`src/rtl/pc_sequencer_pkg.sv`:
```
// Shared fetch-PC constants and the sequencer state type, also used by the
// exception unit and the bench.
package pc_sequencer_pkg;

  localparam int unsigned     PC_WIDTH      = 32;
  localparam int unsigned     PC_STEP       = 4;
  localparam logic [31:0]     PC_RESET      = 32'h0000_3000;
  localparam logic [31:0]     PC_EXC_VECTOR = 32'h0000_4180;
  localparam int unsigned     PC_ALIGN_BITS = 2;

  // HELD means a redirect arrived under stall and is waiting in the buffer
  typedef enum logic {
    IDLE = 1'b0,
    HELD = 1'b1
  } seq_state_t;

endpackage

```
`src/rtl/pc_sequencer_adder.sv`:
```
// Modulo-2^WIDTH sequential increment shared by the link output and the
// PC update path.
module pc_adder #(
  parameter int unsigned WIDTH = 32,
  parameter int unsigned STEP  = 4
) (
  input  logic [WIDTH-1:0] a,
  output logic [WIDTH-1:0] sum
);

  assign sum = a + WIDTH'(STEP);

endmodule

```
`src/rtl/pc_sequencer.sv`:
```
// Fetch-stage program counter: holds on stall, buffers redirects that
// arrive while stalled, and handles exception entry and ERET return.
module pc_sequencer
  import pc_sequencer_pkg::*;
#(
  parameter int unsigned       WIDTH      = PC_WIDTH,
  parameter int unsigned       STEP       = PC_STEP,
  parameter logic [WIDTH-1:0]  RESET_PC   = WIDTH'(PC_RESET),
  parameter logic [WIDTH-1:0]  EXC_VECTOR = WIDTH'(PC_EXC_VECTOR),
  parameter int unsigned       ALIGN_BITS = PC_ALIGN_BITS
) (
  input  logic             clk,
  input  logic             reset,
  input  logic             stall,
  input  logic             redirect_valid,
  input  logic [WIDTH-1:0] redirect_target,
  input  logic             exc_req,
  input  logic             eret_req,
  input  logic [WIDTH-1:0] epc,
  output logic [WIDTH-1:0] pc,
  output logic [WIDTH-1:0] pc_plus_step,
  output logic             pending,
  output logic             misaligned
);

  seq_state_t       state, state_nxt;
  logic [WIDTH-1:0] pend_target;
  logic [WIDTH-1:0] pc_nxt;
  logic             buffer_load;

  pc_adder #(
    .WIDTH (WIDTH),
    .STEP  (STEP)
  ) u_adder (
    .a   (pc),
    .sum (pc_plus_step)
  );

  // State register
  always_ff @(posedge clk) begin
    if (!reset) begin
      state <= IDLE;
    end else begin
      state <= state_nxt;
    end
  end

  // Next-state logic
  always_comb begin
    state_nxt = state;
    if (exc_req || eret_req) begin
      state_nxt = IDLE;
    end else if (stall) begin
      if (redirect_valid) begin
        state_nxt = HELD;
      end
    end else begin
      state_nxt = IDLE;
    end
  end

  // Output logic
  always_comb begin
    pending = (state == HELD);
  end

  assign buffer_load = !exc_req && !eret_req && stall && redirect_valid;

  always_comb begin
    pc_nxt = pc_plus_step;
    if (exc_req) begin
      pc_nxt = EXC_VECTOR;
    end else if (eret_req) begin
      pc_nxt = epc;
    end else if (stall) begin
      pc_nxt = pc;
    end else if (redirect_valid) begin
      pc_nxt = redirect_target;
    end else if (pending) begin
      pc_nxt = pend_target;
    end
  end

  always_ff @(posedge clk) begin
    if (!reset) begin
      pc          <= RESET_PC;
      pend_target <= '0;
    end else begin
      pc <= pc_nxt;
      if (buffer_load) begin
        pend_target <= redirect_target;
      end
    end
  end

  assign misaligned = |pc[ALIGN_BITS-1:0];

endmodule

```
`config.mk`:
```
export PLATFORM = sky130hd
export DESIGN_NAME = pc_sequencer
export DESIGN_NICKNAME = d
export VERILOG_FILES = /design/src/rtl/pc_sequencer_pkg.sv /design/src/rtl/pc_sequencer_adder.sv /design/src/rtl/pc_sequencer.sv
export SDC_FILE = /design/constraint.sdc
export NUM_CORES = 1
export LEC_CHECK = 0
export CORE_MARGIN = 1
export CORE_UTILIZATION = 36
export CTS_CLUSTER_DIAMETER = 150
export DETAILED_ROUTE_END_ITERATION = 7
export GPL_TIMING_DRIVEN = 1
export PLACE_DENSITY = 0.66
export SLEW_MARGIN = 20
export SYNTH_ARGS = -nofsm -noshare
export SYNTH_HDL_FRONTEND = slang
export SYNTH_SLANG_ARGS = --single-unit
```
`constraint.sdc`:
```
create_clock -name clk -period 2.2 [get_ports clk]
set_input_delay 0.55 -clock clk [delete_from_list [all_inputs] [get_ports clk]]
set_output_delay 0.55 -clock clk [all_outputs]
set_load 0.01 [all_outputs]
```
[Yosys cells after proc, flatten, opt, wreduce, memory -nomap -nowiden]
Index checks and enable logic that the tools add are counted.
Operators by class
  muxes and demuxes: 5
  add/sub/neg operators: 1
  reduce and logical (&&, ||, !) cells: 9
  bitwise gates (word level): 2
  eq/ne operators: 2
Operator list (count)
  32-bit two-way mux: 4
  32-bit by 3-bit adder with 32-bit output (second input constant): 1
  15-bit two-way mux: 1
  2-bit OR reduction: 2
  1-bit logical AND: 3
  3-bit by 1-bit != test with 1-bit output (second input constant): 1
  3-bit OR reduction: 1
  1-bit logical NOT: 2
  2-bit by 1-bit != test with 1-bit output (second input constant): 1
  1-bit inverter: 2
  1-bit logical OR: 1
Storage, ports and cells
  word-level logic and storage cells: 23
  bits in registers: 65
  output and inout bits: 66
  input bits: 70

[Longest topological paths before layout]
Gate-level depths: netlist of the first run.
  depth in word-level cells: 6
  mapped depth: 7
  depth with buffers taken out: 6

[Modules after synthesis]
A second synthesis of the first run with hierarchy kept.
Second synthesis, totals
  cells, all modules: 492
  area, all modules: 4033.9 µm²
By module, submodules not included
  pc_sequencer: instances 1, seq. area each 1301.2 µm², cells an instance 409, area an instance 3453.3 µm²
  pc_adder: instances 1, seq. area each 0.0 µm², cells an instance 83, area an instance 580.6 µm²

[Worst setup path after synthesis of the first run]
OpenSTA, ideal clock, no wires.
  path type: register to output
  start: register pc[2]
  end: output pc_plus_step[16]
  stages on the path, launching flop included: 6
  data required time: 1.650 ns
  setup slack: 0.020 ns
  path buffers: 0
  arrival time: 1.630 ns
  path through: dfxtp_1 > ha_1 > nand4_4 > nor3_4 > and3_2 > xor2_2
Between the ends
  word-level cells in the longest chain between the ends: 1
Ends and longest elaborated chain
  from (decl): line pc_sequencer.sv:20  | output logic [WIDTH-1:0] pc,
  from (signal assigned): line pc_sequencer.sv:89  | pc <= pc_nxt;
  32-bit by 3-bit adder with 32-bit output: line pc_sequencer_adder.sv:11  | assign sum = a + WIDTH'(STEP);
  to (decl): line pc_sequencer.sv:21  | output logic [WIDTH-1:0] pc_plus_step,
No other way between the ends.

[Final worst setup path of the first run]
  start: register pc[2]
  end: output pc_plus_step[23]
Same word-level chain as after synthesis.

==> impl_metrics.toml, run 1 <==
[status]
outcome = "complete, but fails checks"
violations = "setup timing"

[clocking]
cts_tree = "yes"
cts-htree-levels = 3
cts_sinks = 65
cts_max_path_buffers = 2
numCtsBuffers = 9
holdBufCountCts = 0
clk-insertion-delay-late_ns = 0.36
clock-root-buffer = "clkbuf_8"
clk_pin_slew_ns = 0.09

[logic_synthesis]
synth_fp_nets = 590
synth-edff-count = 0
yosys.area.top_type_share = 0.3208
synth-seq-cells = 65
syn_inst = 519
async_reset_ff_frac = 0
synth_largest_area_cell = "dfxtp_1"
synth_seq_area_share = 0.3208
synth.most_common_cell = "nand2_1"
ys_types = 66
syn_area_um2 = 4056
ys_top_cells_by_area = "dfxtp_1, nand2_1, a21boi_0"
avgSynthCellArea_um2 = 7.816
synth_flop_cell = "dfxtp_1"
yosys-top-cells-count = "nand2_1, dfxtp_1, a21oi_1, a21boi_0, nor2_1"
synth.yosys.warnings = 0

[routing]
vias_per_cell = 5.625
drtPass1Iterations = 5
drtAntennaViolNets = 0
drc = 0
drt_iter0_drc = 454
wl_per_cell_um = 19.63
wirelength_mm = 18.59
vias = 5327

[sta]
finalHoldViolCount = 0
finClkSkew_ns = 0.01721
fin_crit_ns = 2.475
relSlewSlack = 0.6462
fin_ws_ns = -0.2747
tightest_slew_ns = 0.5259
holdWs_ns = 0.4547
post-route-period-util = 1.125
drv_slew = 0
rsz0062_at_grt = "yes"
setup_viol = 24
fmax_mhz = 404.1

[worst_setup_path]
slowest_delay_ns = 0.38
criticalPathCategory = "reg -> out"
arrival_ns = 1.92
worstPathMaxFanout = 4
cpMaxStageDelayCell = "dfxtp_2"
r2r_slack_ns = 0.04
cp.buffers_inverters = 4
crit_required_ns = 1.65
path_cells = "buf_6 > nand4_4 > nor3_4 > buf_6 > buf_12 > nand4_1 > xnor2_1 > buf_2"
cpMostUsedCell = "buf_6"
path_delay_family = "buffers and inverters"
cp-start-kind = "flip-flop"
crit_path_end_kind = "output pin"

[grt]
grt_pass1_wl_mm = 26.87
antenna_found_initial = 0
grt-ovfl-total = 0
grt_max_degree = 33
gr-usage-all-layers = 0.3045
grt_pass1_vias = 4904

[pwr]
power_leakage_nw = 3.231
power_density_nw_per_um2 = 467.5
finalPower_mw = 3.480
ir_drop_uv = 265.0

[finish]
drive_above_1_share = 0.3730
area_growth_pct = 83.50
diodes = 0
nFillCells = 851
fin_nets = 873

[min_path]
hp-class = "reg -> reg"

[placement]
hpwlAfterDp_mm = 12.56
io_buffers = 135
place_congestion = 0.8974

[floorplanning]
core_um2 = 10890
io_pins = 136
start_util = 0.3726
die_h_um = 108.2
fp.dieArea_um2 = 11700
dieWidth_um = 108.2
row_count = 38

[flow_run]
drv_cap = 0
## what timing repair did
| item | CTS | global route |
|---|---|---|
| hold endpoints to repair | 0 | 0 |
| cloned | 0 | 0 |
| pin swaps | 37 | 31 |
| gates resized for setup | 172 | 47 |
| buffers inserted | 35 | 23 |
| endpoints found under the setup margin | 28 | 28 |
## per-layer routing
layer	part of all wire	wire [um]	GRT usage
met5	0	0	0
met4	0.031	569	0.1204
met2	0.48	8908	0.4909
met3	0.083	1539	0.05907
met1	0.41	7576	0.3984
## stage by stage
stage	util	setup TNS (ns)	setup WS (ns)	cell area (um2)	instances
floorplan	-	0	0.01953	4056	519
global placement	0.5902	-8.508	-0.2555	6426	880
detailed placement	0.5902	-10.50	-0.2729	6426	880
CTS	0.6527	-2.766	-0.2126	7107	928
global route	0.6836	-5.727	-0.3880	7443	947
finish	0.6836	-3.790	-0.2747	7443	947
## state kept, by name, summed over array words and instances (netlist names), named ones only
name	flops
pend_target	32
pending	1
pc	30
## final cells by class
type	count	area, um2	share of cell area
Sequential cell	65	1343	0.1804
Inverter	14	52.55	0.007060
Tap cell	140	175.2	0.02353
Timing Repair Buffer	313	2741	0.3683
Multi-Input combinational cell	399	2879	0.3868
Clock buffer	10	137.6	0.01849
Clock inverter	6	115.1	0.01546
## layout by cell type, fill, tap and decap left out, types with 13 or more instances in the layout
master / n
a21oi_1: 30
buf_4: 150
a21boi_0: 27
dfxtp_2: 18
buf_2: 23
o21ai_0: 18
buf_6: 23
inv_1: 13
dfxtp_1: 42
nand2_1: 84
clkdlybuf4s50_1: 106
nor2_1: 23
## worst reg2reg max path, stage by stage (launching register included)
cell,delay [ns]
dfxtp_2,0.38
ha_4,0.16
nand4_4,0.10
buf_6,0.17
buf_6,0.11
nor3_4,0.14
xor2_2,0.10
buf_4,0.15
buf_4,0.12
buf_4,0.12
buf_4,0.12
buf_4,0.13
a21oi_4,0.14
o31ai_1,0.08
## power by group
| group | total, mW | internal, mW | leakage, nW | switching, mW |
|---|---|---|---|---|
| Sequential | 1.27 | 1.22 | 0.539 | 0.0456 |
| Combinational | 0.901 | 0.485 | 2.57 | 0.416 |
| Clock | 1.31 | 0.788 | 0.123 | 0.522 |
| Total | 3.48 | 2.50 | 3.23 | 0.983 |
## logic make-up (layout without fill, tap and decap cells)
logic type / Yosys count / in the layout / synth area share
and+or+nand+nor: 204 / 204 / 0.2656
DFF: 65 / 65 / 0.3208
xor gates and xnor gates: 27 / 27 / 0.06015
buffers and inverters: 55 / 343 / 0.05675
AOI/OAI and AO/OA: 163 / 163 / 0.2838
adders and majority gates: 1 / 1 / 0.003084
muxes: 4 / 4 / 0.009871
## worst paths after layout
path                   startpoint               end  cells past startpoint
setup / recovery            pc[2]  pc_plus_step[23]                      8
hold reg to reg   pend_target[18]   pend_target[18]                      2
setup reg to reg            pc[2]            pc[12]                     13
hold / removal    pend_target[18]   pend_target[18]                      2
No activity file was read; power rests on OpenSTA's default activity.
==> inputs of run 2 (changes only) <==
--- a/config.mk
+++ b/config.mk
@@ -5,6 +5,7 @@
 export SDC_FILE = /design/constraint.sdc
 export NUM_CORES = 1
 export LEC_CHECK = 0
+export CAP_MARGIN = 40
 export CORE_MARGIN = 1
 export CORE_UTILIZATION = 36
 export CTS_CLUSTER_DIAMETER = 150
==> results of run 2 <==
Same layout as run 1: the final DEF is identical, and so are final timing and power.
